File: src/rtl/gcd_selfcheck_stimulus.sv
// -----------------------------------------------------------------------------
// gcd_selfcheck_stimulus
//
// Self-checking stimulus generator for a GCD-protocol DUT. A Galois LFSR
// supplies NUM_VECTORS operand pairs. Each pair is handed to the DUT with a
// one-cycle load pulse. An internal subtractive-Euclid engine computes the
// expected GCD in parallel. Every DUT result is compared against it.
// Mismatches and timeouts are counted. At the end the module raises done and
// pass.
//
// Ports
//   clock         in   1      rising-edge clock
//   reset         in   1      synchronous, active-high; aborts and restarts run
//   load          out  1      one-cycle pulse, dataA/dataB valid
//   dataA, dataB  out  WIDTH  operands, held until the next load (never zero)
//   resultReady   in   1      DUT result valid
//   resultData    in   WIDTH  DUT result
//   vectorCount   out  16     vectors completed (checked or timed out)
//   errorCount    out  16     mismatches + timeouts, saturating
//   timeoutCount  out  16     timeouts only, saturating
//   done          out  1      run complete, sticky until reset
//   pass          out  1      done with zero errors
// -----------------------------------------------------------------------------
module gcd_selfcheck_stimulus #(
    parameter int                 WIDTH       = 8,
    parameter int                 NUM_VECTORS = 16,
    parameter int                 TIMEOUT     = 1024,
    parameter logic [2*WIDTH-1:0] SEED        = 16'hACE1,
    parameter logic [2*WIDTH-1:0] POLY        = 16'hB400
) (
    input  logic             clock,
    input  logic             reset,
    output logic             load,
    output logic [WIDTH-1:0] dataA,
    output logic [WIDTH-1:0] dataB,
    input  logic             resultReady,
    input  logic [WIDTH-1:0] resultData,
    output logic [15:0]      vectorCount,
    output logic [15:0]      errorCount,
    output logic [15:0]      timeoutCount,
    output logic             done,
    output logic             pass
);
    localparam int LW = 2 * WIDTH;
    localparam int TW = $clog2(TIMEOUT + 1);
    // An all-zero LFSR would lock up, so a zero seed is replaced by 1.
    localparam logic [LW-1:0] SEED_NZ  = (SEED == '0) ? LW'(1) : SEED;
    localparam logic [TW-1:0] TMO_LAST = TW'(TIMEOUT - 1);
    localparam logic [15:0]   NV       = 16'(NUM_VECTORS);

    typedef enum logic [2:0] {S_IDLE, S_LOAD, S_WAIT, S_NEXT, S_DONE} state_t;

    state_t           state_q, state_d;
    logic [LW-1:0]    lfsr_q, lfsr_d;
    logic [WIDTH-1:0] data_a_q, data_a_d, data_b_q, data_b_d;
    logic [WIDTH-1:0] ref_a_q, ref_a_d, ref_b_q, ref_b_d;
    logic [WIDTH-1:0] held_q, held_d;
    logic             held_vld_q, held_vld_d;
    logic [TW-1:0]    tmo_q, tmo_d;
    logic [15:0]      vec_cnt_q, vec_cnt_d;
    logic [15:0]      err_cnt_q, err_cnt_d;
    logic [15:0]      tmo_cnt_q, tmo_cnt_d;

    logic             ref_done;
    logic [LW-1:0]    lfsr_step;
    logic [WIDTH-1:0] op_a, op_b;
    logic             have_result;
    logic [WIDTH-1:0] dut_result;

    function automatic logic [15:0] sat_inc(input logic [15:0] v);
        return (v == 16'hFFFF) ? v : v + 16'd1;
    endfunction

    assign ref_done  = (ref_a_q == ref_b_q);
    assign lfsr_step = lfsr_q[0] ? ((lfsr_q >> 1) ^ POLY) : (lfsr_q >> 1);
    assign op_a = (lfsr_q[LW-1:WIDTH] == '0) ? WIDTH'(1) : lfsr_q[LW-1:WIDTH];
    assign op_b = (lfsr_q[WIDTH-1:0] == '0) ? WIDTH'(1) : lfsr_q[WIDTH-1:0];

    // A result that arrived before the reference engine finished is held.
    // It stands in for the live input until the comparison happens.
    assign have_result = held_vld_q | resultReady;
    assign dut_result  = held_vld_q ? held_q : resultData;

    always_comb begin
        state_d    = state_q;
        lfsr_d     = lfsr_q;
        data_a_d   = data_a_q;
        data_b_d   = data_b_q;
        ref_a_d    = ref_a_q;
        ref_b_d    = ref_b_q;
        held_d     = held_q;
        held_vld_d = held_vld_q;
        tmo_d      = tmo_q;
        vec_cnt_d  = vec_cnt_q;
        err_cnt_d  = err_cnt_q;
        tmo_cnt_d  = tmo_cnt_q;

        // Reference engine: one subtraction per cycle until both sides agree.
        if (!ref_done) begin
            if (ref_a_q > ref_b_q) ref_a_d = ref_a_q - ref_b_q;
            else                   ref_b_d = ref_b_q - ref_a_q;
        end

        unique case (state_q)
            S_IDLE: begin
                data_a_d = op_a;
                data_b_d = op_b;
                state_d  = S_LOAD;
            end
            S_LOAD: begin
                lfsr_d     = lfsr_step;
                ref_a_d    = data_a_q;
                ref_b_d    = data_b_q;
                tmo_d      = '0;
                held_vld_d = 1'b0;
                state_d    = S_WAIT;
            end
            S_WAIT: begin
                if (have_result && ref_done) begin
                    if (dut_result != ref_a_q) err_cnt_d = sat_inc(err_cnt_q);
                    state_d = S_NEXT;
                end else if (resultReady && !held_vld_q) begin
                    // A result on the last allowed cycle takes priority over the timeout.
                    held_vld_d = 1'b1;
                    held_d     = resultData;
                end else if (!held_vld_q) begin
                    if (tmo_q == TMO_LAST) begin
                        err_cnt_d = sat_inc(err_cnt_q);
                        tmo_cnt_d = sat_inc(tmo_cnt_q);
                        state_d   = S_NEXT;
                    end else begin
                        tmo_d = tmo_q + TW'(1);
                    end
                end
            end
            S_NEXT: begin
                vec_cnt_d = sat_inc(vec_cnt_q);
                if (vec_cnt_d == NV) begin
                    state_d = S_DONE;
                end else begin
                    data_a_d = op_a;
                    data_b_d = op_b;
                    state_d  = S_LOAD;
                end
            end
            S_DONE: state_d = S_DONE;
            default: state_d = S_IDLE;
        endcase
    end

    always_ff @(posedge clock) begin
        if (reset) begin
            state_q    <= S_IDLE;
            lfsr_q     <= SEED_NZ;
            data_a_q   <= '0;
            data_b_q   <= '0;
            ref_a_q    <= '0;
            ref_b_q    <= '0;
            held_q     <= '0;
            held_vld_q <= 1'b0;
            tmo_q      <= '0;
            vec_cnt_q  <= '0;
            err_cnt_q  <= '0;
            tmo_cnt_q  <= '0;
        end else begin
            state_q    <= state_d;
            lfsr_q     <= lfsr_d;
            data_a_q   <= data_a_d;
            data_b_q   <= data_b_d;
            ref_a_q    <= ref_a_d;
            ref_b_q    <= ref_b_d;
            held_q     <= held_d;
            held_vld_q <= held_vld_d;
            tmo_q      <= tmo_d;
            vec_cnt_q  <= vec_cnt_d;
            err_cnt_q  <= err_cnt_d;
            tmo_cnt_q  <= tmo_cnt_d;
        end
    end

    assign load         = (state_q == S_LOAD);
    assign done         = (state_q == S_DONE);
    assign pass         = done && (err_cnt_q == 16'd0);
    assign dataA        = data_a_q;
    assign dataB        = data_b_q;
    assign vectorCount  = vec_cnt_q;
    assign errorCount   = err_cnt_q;
    assign timeoutCount = tmo_cnt_q;

endmodule

File: config.mk
export PLATFORM = sky130hd
export DESIGN_NAME = gcd_selfcheck_stimulus
export DESIGN_NICKNAME = d
export VERILOG_FILES = /design/src/rtl/gcd_selfcheck_stimulus.sv
export SDC_FILE = /design/constraint.sdc
export NUM_CORES = 1
export LEC_CHECK = 0
export ABC_AREA = 1
export CAP_MARGIN = 25
export CORE_AREA = 2 2 154 156
export CTS_CLUSTER_SIZE = 8
export DETAILED_ROUTE_END_ITERATION = 12
export DIE_AREA = 0 0 156 158
export HOLD_SLACK_MARGIN = 0.15
export PLACE_DENSITY = 0.44
export SLEW_MARGIN = 20
export SYNTH_ARGS = -nofsm -noshare
export SYNTH_HDL_FRONTEND = slang
export SYNTH_SLANG_ARGS = --single-unit
File: constraint.sdc
create_clock -name clock -period 2.8 [get_ports clock]
set_input_delay 0.28 -clock clock [delete_from_list [all_inputs] [get_ports clock]]
set_output_delay 0.28 -clock clock [all_outputs]
set_load 0.03 [all_outputs]
Word level (Yosys, flattened, before mapping)
Index checks and enable logic that the tools add are counted.
W data, S select, Z words.
Word-level totals
  register bits: 119
  output and inout port bits: 67
  logic and storage cells: 106
Operators by class
  equal/unequal tests: 25
  muxes and demuxes: 35
  reductions and logical operators: 21
  bitwise logic cells: 6
  $add $sub $neg: 6
  order comparisons: 1
Operator list (number)
  $mux W16: 8
  $mux W8: 11
  $add A16 B1 Y16 const B: 3
  $eq A16 B16 Y1 const B: 3
  $mux W11: 4
  $pmux W8 S2: 2
  $pmux W11 S2: 1
  $ne A2 B2 Y1 const B: 9
  $eq A16 B5 Y1 const B: 1
  $logic_not A16 Y1: 1
  $logic_not A8 Y1: 2
  $sub A8 B8 Y8: 2
  $mux W3: 5
  $pmux W3 S5: 1
  $add A11 B1 Y11 const B: 1
  $eq A11 B10 Y1 const B: 1
  $reduce_and A5 Y1: 2
  $ne A3 B3 Y1 const B: 3
  $reduce_and A3 Y1: 3
  $eq A8 B8 Y1: 1
  $gt A8 B8 Y1: 1
  $ne A8 B8 Y1: 1
  $reduce_bool A2 Y1: 4
  $eq A3 B2 Y1 const B: 2
  13 further kinds: 22

Longest topological paths before layout
  depth in word-level cells: 6
  mapped depth: 17
  gate-level depth less buffers: 16

Worst setup path after synthesis
Ideal clock, no wire load.
  path type: reg-to-reg
  from: reg vec_cnt_q[0] (netlist: vectorCount[0])
  to: reg data_b_q[5] (netlist: dataB[5])
  cell stages (with the launch flop): 18
  data required time: 2.685 ns
  buffers on the path: 1
  slack: 0.572 ns
  period minus slack after synthesis: 2.228 ns
  data arrival time: 2.113 ns
  library setup time: 0.115 ns
  cell sequence: dfxtp_1 ha_1 inv_2 nor2_4 nand2_4 inv_2 nand2_4 nand2_1 nand2_1 nor2_1 nand2_1 nor2_2 nand2_2 nand2_4 buf_6 nand3_1 nand2_1 nor2_1
Between the ends
  cells in the longest elaborated chain, start to end: 5
  elaborated cells on any way between the ends: 6
RTL lines
  start: declaration: line 60  | logic [15:0] vec_cnt_q, vec_cnt_d;
  start signal: assignment: line 175  | vec_cnt_q <= vec_cnt_d;
  $add A16 B1 Y16 or $eq A16 B16 Y1 (tied branches): line 71  | return (v == 16'hFFFF) ? v : v + 16'd1;
  $mux W16 *: line 71
  $eq A16 B5 Y1 *: line 138  | if (vec_cnt_d == NV) begin
  $ne A2 B2 Y1 (no line) *
  $reduce_and A2 Y1 (no line) *
  end signal: assignment: line 169  | data_b_q <= data_b_d;
  end: declaration: line 55  | logic [WIDTH-1:0] data_a_q, data_a_d, data_b_q, data_b_d;
Mark *: on every way between the ends. The rest lies on a longest branch, timed or not.
A chain may end at the register's enable or synchronous reset.

Final worst setup path
  from: reg vec_cnt_q[0] (netlist: vectorCount[0])
  to: reg data_a_q[4] (netlist: dataA[4])
Between the ends
  cells in the longest elaborated chain, start to end: 5
  elaborated cells on any way between the ends: 6
RTL lines
  $add A16 B1 Y16 or $eq A16 B16 Y1 (tied branches): line 71
  $mux W16 *: line 71
  $eq A16 B5 Y1 *: line 138
  $ne A2 B2 Y1 (no line) *
  $reduce_and A2 Y1 (no line) *
  end signal: assignment: line 168  | data_a_q <= data_a_d;
  end: declaration: line 55
Marked as above.

==> flow_summary.toml <==
[timing]
rsz0062_at_grt = "no"
max_slew_margin_pct = 54.1
worst_pin_slew_ns = 0.689
hold_viol_final = 0
fin_skew_ns = 0.00638
setup_tns_ns = 0
max_freq_ghz = 0.408
fin_crit_ns = 2.45
setup_viol_count_final = 0
period_share_pct = 87.4
drv_slew = 0

[die]
start_util_pct = 29.6
die_h_microns = 158
io_pins = 78
row_count = 56
core_sq_um = 23100
dieArea_sq_um = 24600
chipWidth_microns = 156

[critical_path]
r2r_start = "vectorCount[0]"
r2r.worst_path.cells = 16
crit_fanout = 33
required_ns = 3.10
reg2reg_slack_ns = 0.35
critPathKind = "register to register"
startpoint_type = "register"
r2r_end = "dataA[4]"
cp-end-kind = "register"
cp_data_arrival_time_ns = 2.75

[global_routing]
grt_pass1_vias = 6317
grt_use_total_pct = 17.1
grt_max_degree = 53
antenna_found_initial = 0
overflow = 0
grt_pass1_wl_mm = 33.3

[clocking]
cts_tree = "yes"
clockBufferDepth = 2
clk_pin_slew_ns = 0.05
htreeDepth = 4
clkLatencyLatePin_ns = 0.42
cts_hold_buffers = 0
root_buffer = "clkbuf_16"
clock_sinks = 119
cts_made_buffers = 17

[pwr]
p_leak_uw = 0.00342
power_uw = 9010
cellPowerDensity_nw_per_um2 = 1050
ir_drop_mv = 0.408

[finish]
post_route_cells_drive_above_1_share_pct = 7.21
n_antenna_cell = 0
nets = 1132
area_growth_pct = 25.3
nFillCells = 2497

[synthesis]
ys_seq_elements = 119
yosysWarnings = 0
ys.flop_type = "dfxtp_1"
synth_fp_nets = 1051
synth.distinct_cells = 47
seq_area_frac_synth_pct = 34.9
synth-async-reset-ratio_pct = 0
synthCells = 1018
avgSynthCellArea_sq_um = 6.70
synth_edf_count = 0
synth_area_sq_um = 6820

[detailed_routing]
ant_nets = 0
wl_per_cell_microns = 14.5
vias = 6530
route.detailed.drc = 0
dr.pass1.iters = 4
drt_iter0_markers = 323
vias_per_cell = 4.66
wirelength_mm = 20.3

[worst_hold_path]
worstHoldStart = "reset"
min-delay-path-class = "primary input to register"
hold-path-cell-count = 3
holdPathEnd = "lfsr_q[15]"

[place]
place.gp.congestion = 0.838
numPortBuffers = 77
hpwl_mm = 14.9

[run]
maxCapViolCount = 0

[run_status]
status = "complete, no violations"
-- cell type report --
cell class                      count  area [sq um]  area share (%)
Timing Repair Buffer               93           906            10.6
Inverter                          133           499            5.84
Multi-Input combinational cell    735          3800            44.4
Clock inverter                      8           121            1.42
Sequential cell                   119          2380            27.9
Clock buffer                       22           484            5.66
Tap cell                          290           363            4.24
-- layer usage --
layer	part of all wire [%]	track usage (%)	up-vias	routed length (microns)
met4	0.79	3.67	0	160
met1	51	23.5	2931	10300
li1	-	-	3479	-
met3	3.3	3.42	15	676
met5	0	0	-	0
met2	45	27.8	105	9160
-- placed cells by master, fill, tap and decap left out, drive strengths merged, types with 3 or more instances in the layout --
cell type / netlist / layout
a211oi: 12 / 12
nor3: 30 / 30
inv: 130 / 130
dfxtp: 119 / 119
o22ai: 4 / 4
xor2: 28 / 28
nand4: 19 / 19
clkdlybuf4s50: 0 / 76
clkbuf: 18 / 22
nor3b: 3 / 3
bufinv: 0 / 3
nor2: 139 / 139
o211ai: 4 / 4
a22oi: 6 / 6
buf: 13 / 17
nand3: 67 / 67
nor4: 4 / 4
clkinv: 3 / 7
ha: 20 / 20
nand2: 231 / 231
a21oi: 87 / 87
xnor2: 11 / 11
o21ai: 48 / 48
a31oi: 7 / 7
-- Yosys cell counts (3+ instances only) --
cell type | number | share of area (%)
nand2_1 | 224 | 12
nor2_1 | 131 | 7.2
inv_1 | 123 | 6.8
dfxtp_1 | 119 | 35
a21oi_1 | 86 | 6.3
nand3_1 | 63 | 4.6
o21ai_0 | 45 | 3.3
nor3_1 | 29 | 2.1
xor2_1 | 28 | 3.6
ha_1 | 20 | 3.7
nand4_1 | 18 | 1.7
clkbuf_1 | 16 | 0.88
a211oi_1 | 12 | 1.3
xnor2_1 | 11 | 1.4
a31oi_1 | 7 | 0.64
inv_2 | 7 | 0.39
a22oi_1 | 6 | 0.66
buf_2 | 6 | 0.44
nor2_2 | 6 | 0.55
nand2_2 | 4 | 0.37
nand3_2 | 4 | 0.59
nor4_1 | 4 | 0.37
o211ai_1 | 4 | 0.44
o22ai_1 | 4 | 0.37
buf_1 | 3 | 0.17
buf_6 | 3 | 0.50
clkinv_1 | 3 | 0.17
nand2_4 | 3 | 0.50
-- power breakdown --
| group | internal [uW] | switching [uW] |
|---|---|---|
| logic | 1570 | 2690 |
| clock network | 1480 | 802 |
| registers | 2090 | 386 |
-- worst max path at each step --
stage,start,endpoint
5_1_grt,vectorCount[0],dataB[1]
3_3_place_gp,vectorCount[0],dataA[7]
2_1_floorplan,vectorCount[0],dataB[5]
3_5_place_dp,vectorCount[0],dataA[4]
6_report,vectorCount[0],dataA[4]
4_1_cts,vectorCount[0],dataA[4]
-- state kept, by name, summed over array words and instances, names as in the netlist --
signal	count
errorCount	16
dataA	8
held_q	8
vectorCount	16
tmo_q	11
state_q	3
held_vld_q	1
ref_b_q	8
dataB	8
ref_a_q	8
timeoutCount	16
lfsr_q	16
-- timing repair --
item,4_1_cts,5_1_grt
setup endpoints to repair,0,12
gates resized for setup,0,1
setup buffers,0,0
-- stage by stage --
step	cell area, sq um	hold slack, ns	util (%)	worst slack [ns]	std cells
5_1_grt	8550	0.339	37.1	0.0446	1400
4_1_cts	8530	0.320	37.0	0.238	1399
3_3_place_gp	7920	0.466	34.4	0.268	1369
6_report	8550	0.304	37.1	0.352	1400
3_5_place_dp	7920	0.477	34.4	0.251	1369
2_1_floorplan	6820	0.446	-	0.572	1018
-- cells by family (layout without fill, tap and decap cells) --
group	Yosys count	after routing	synth area share, %
AOI/OAI and AO/OA	176	176	14.4
xor gates and xnor gates	39	39	5.01
adders and majority gates	22	22	4.25
buffers and inverters	164	256	9.66
DFF	119	119	34.9
and+or+nand+nor	498	498	31.8
-- critical path, stage by stage, from the launching register on --
cell and delay (ns):
dfxtp_1 0.46, ha_1 0.31, inv_2 0.08, nor2_4 0.20, nand2_4 0.09, inv_2 0.08, nand2_4 0.14, nand2_1 0.09
nand2_1 0.06, nor2_1 0.11, nand2_1 0.08, nor2_2 0.11, nand2_2 0.10, nand2_8 0.20, nand3_1 0.11, nand2_1 0.07
nor2_1 0.04
(Power assumes the default switching activity.)
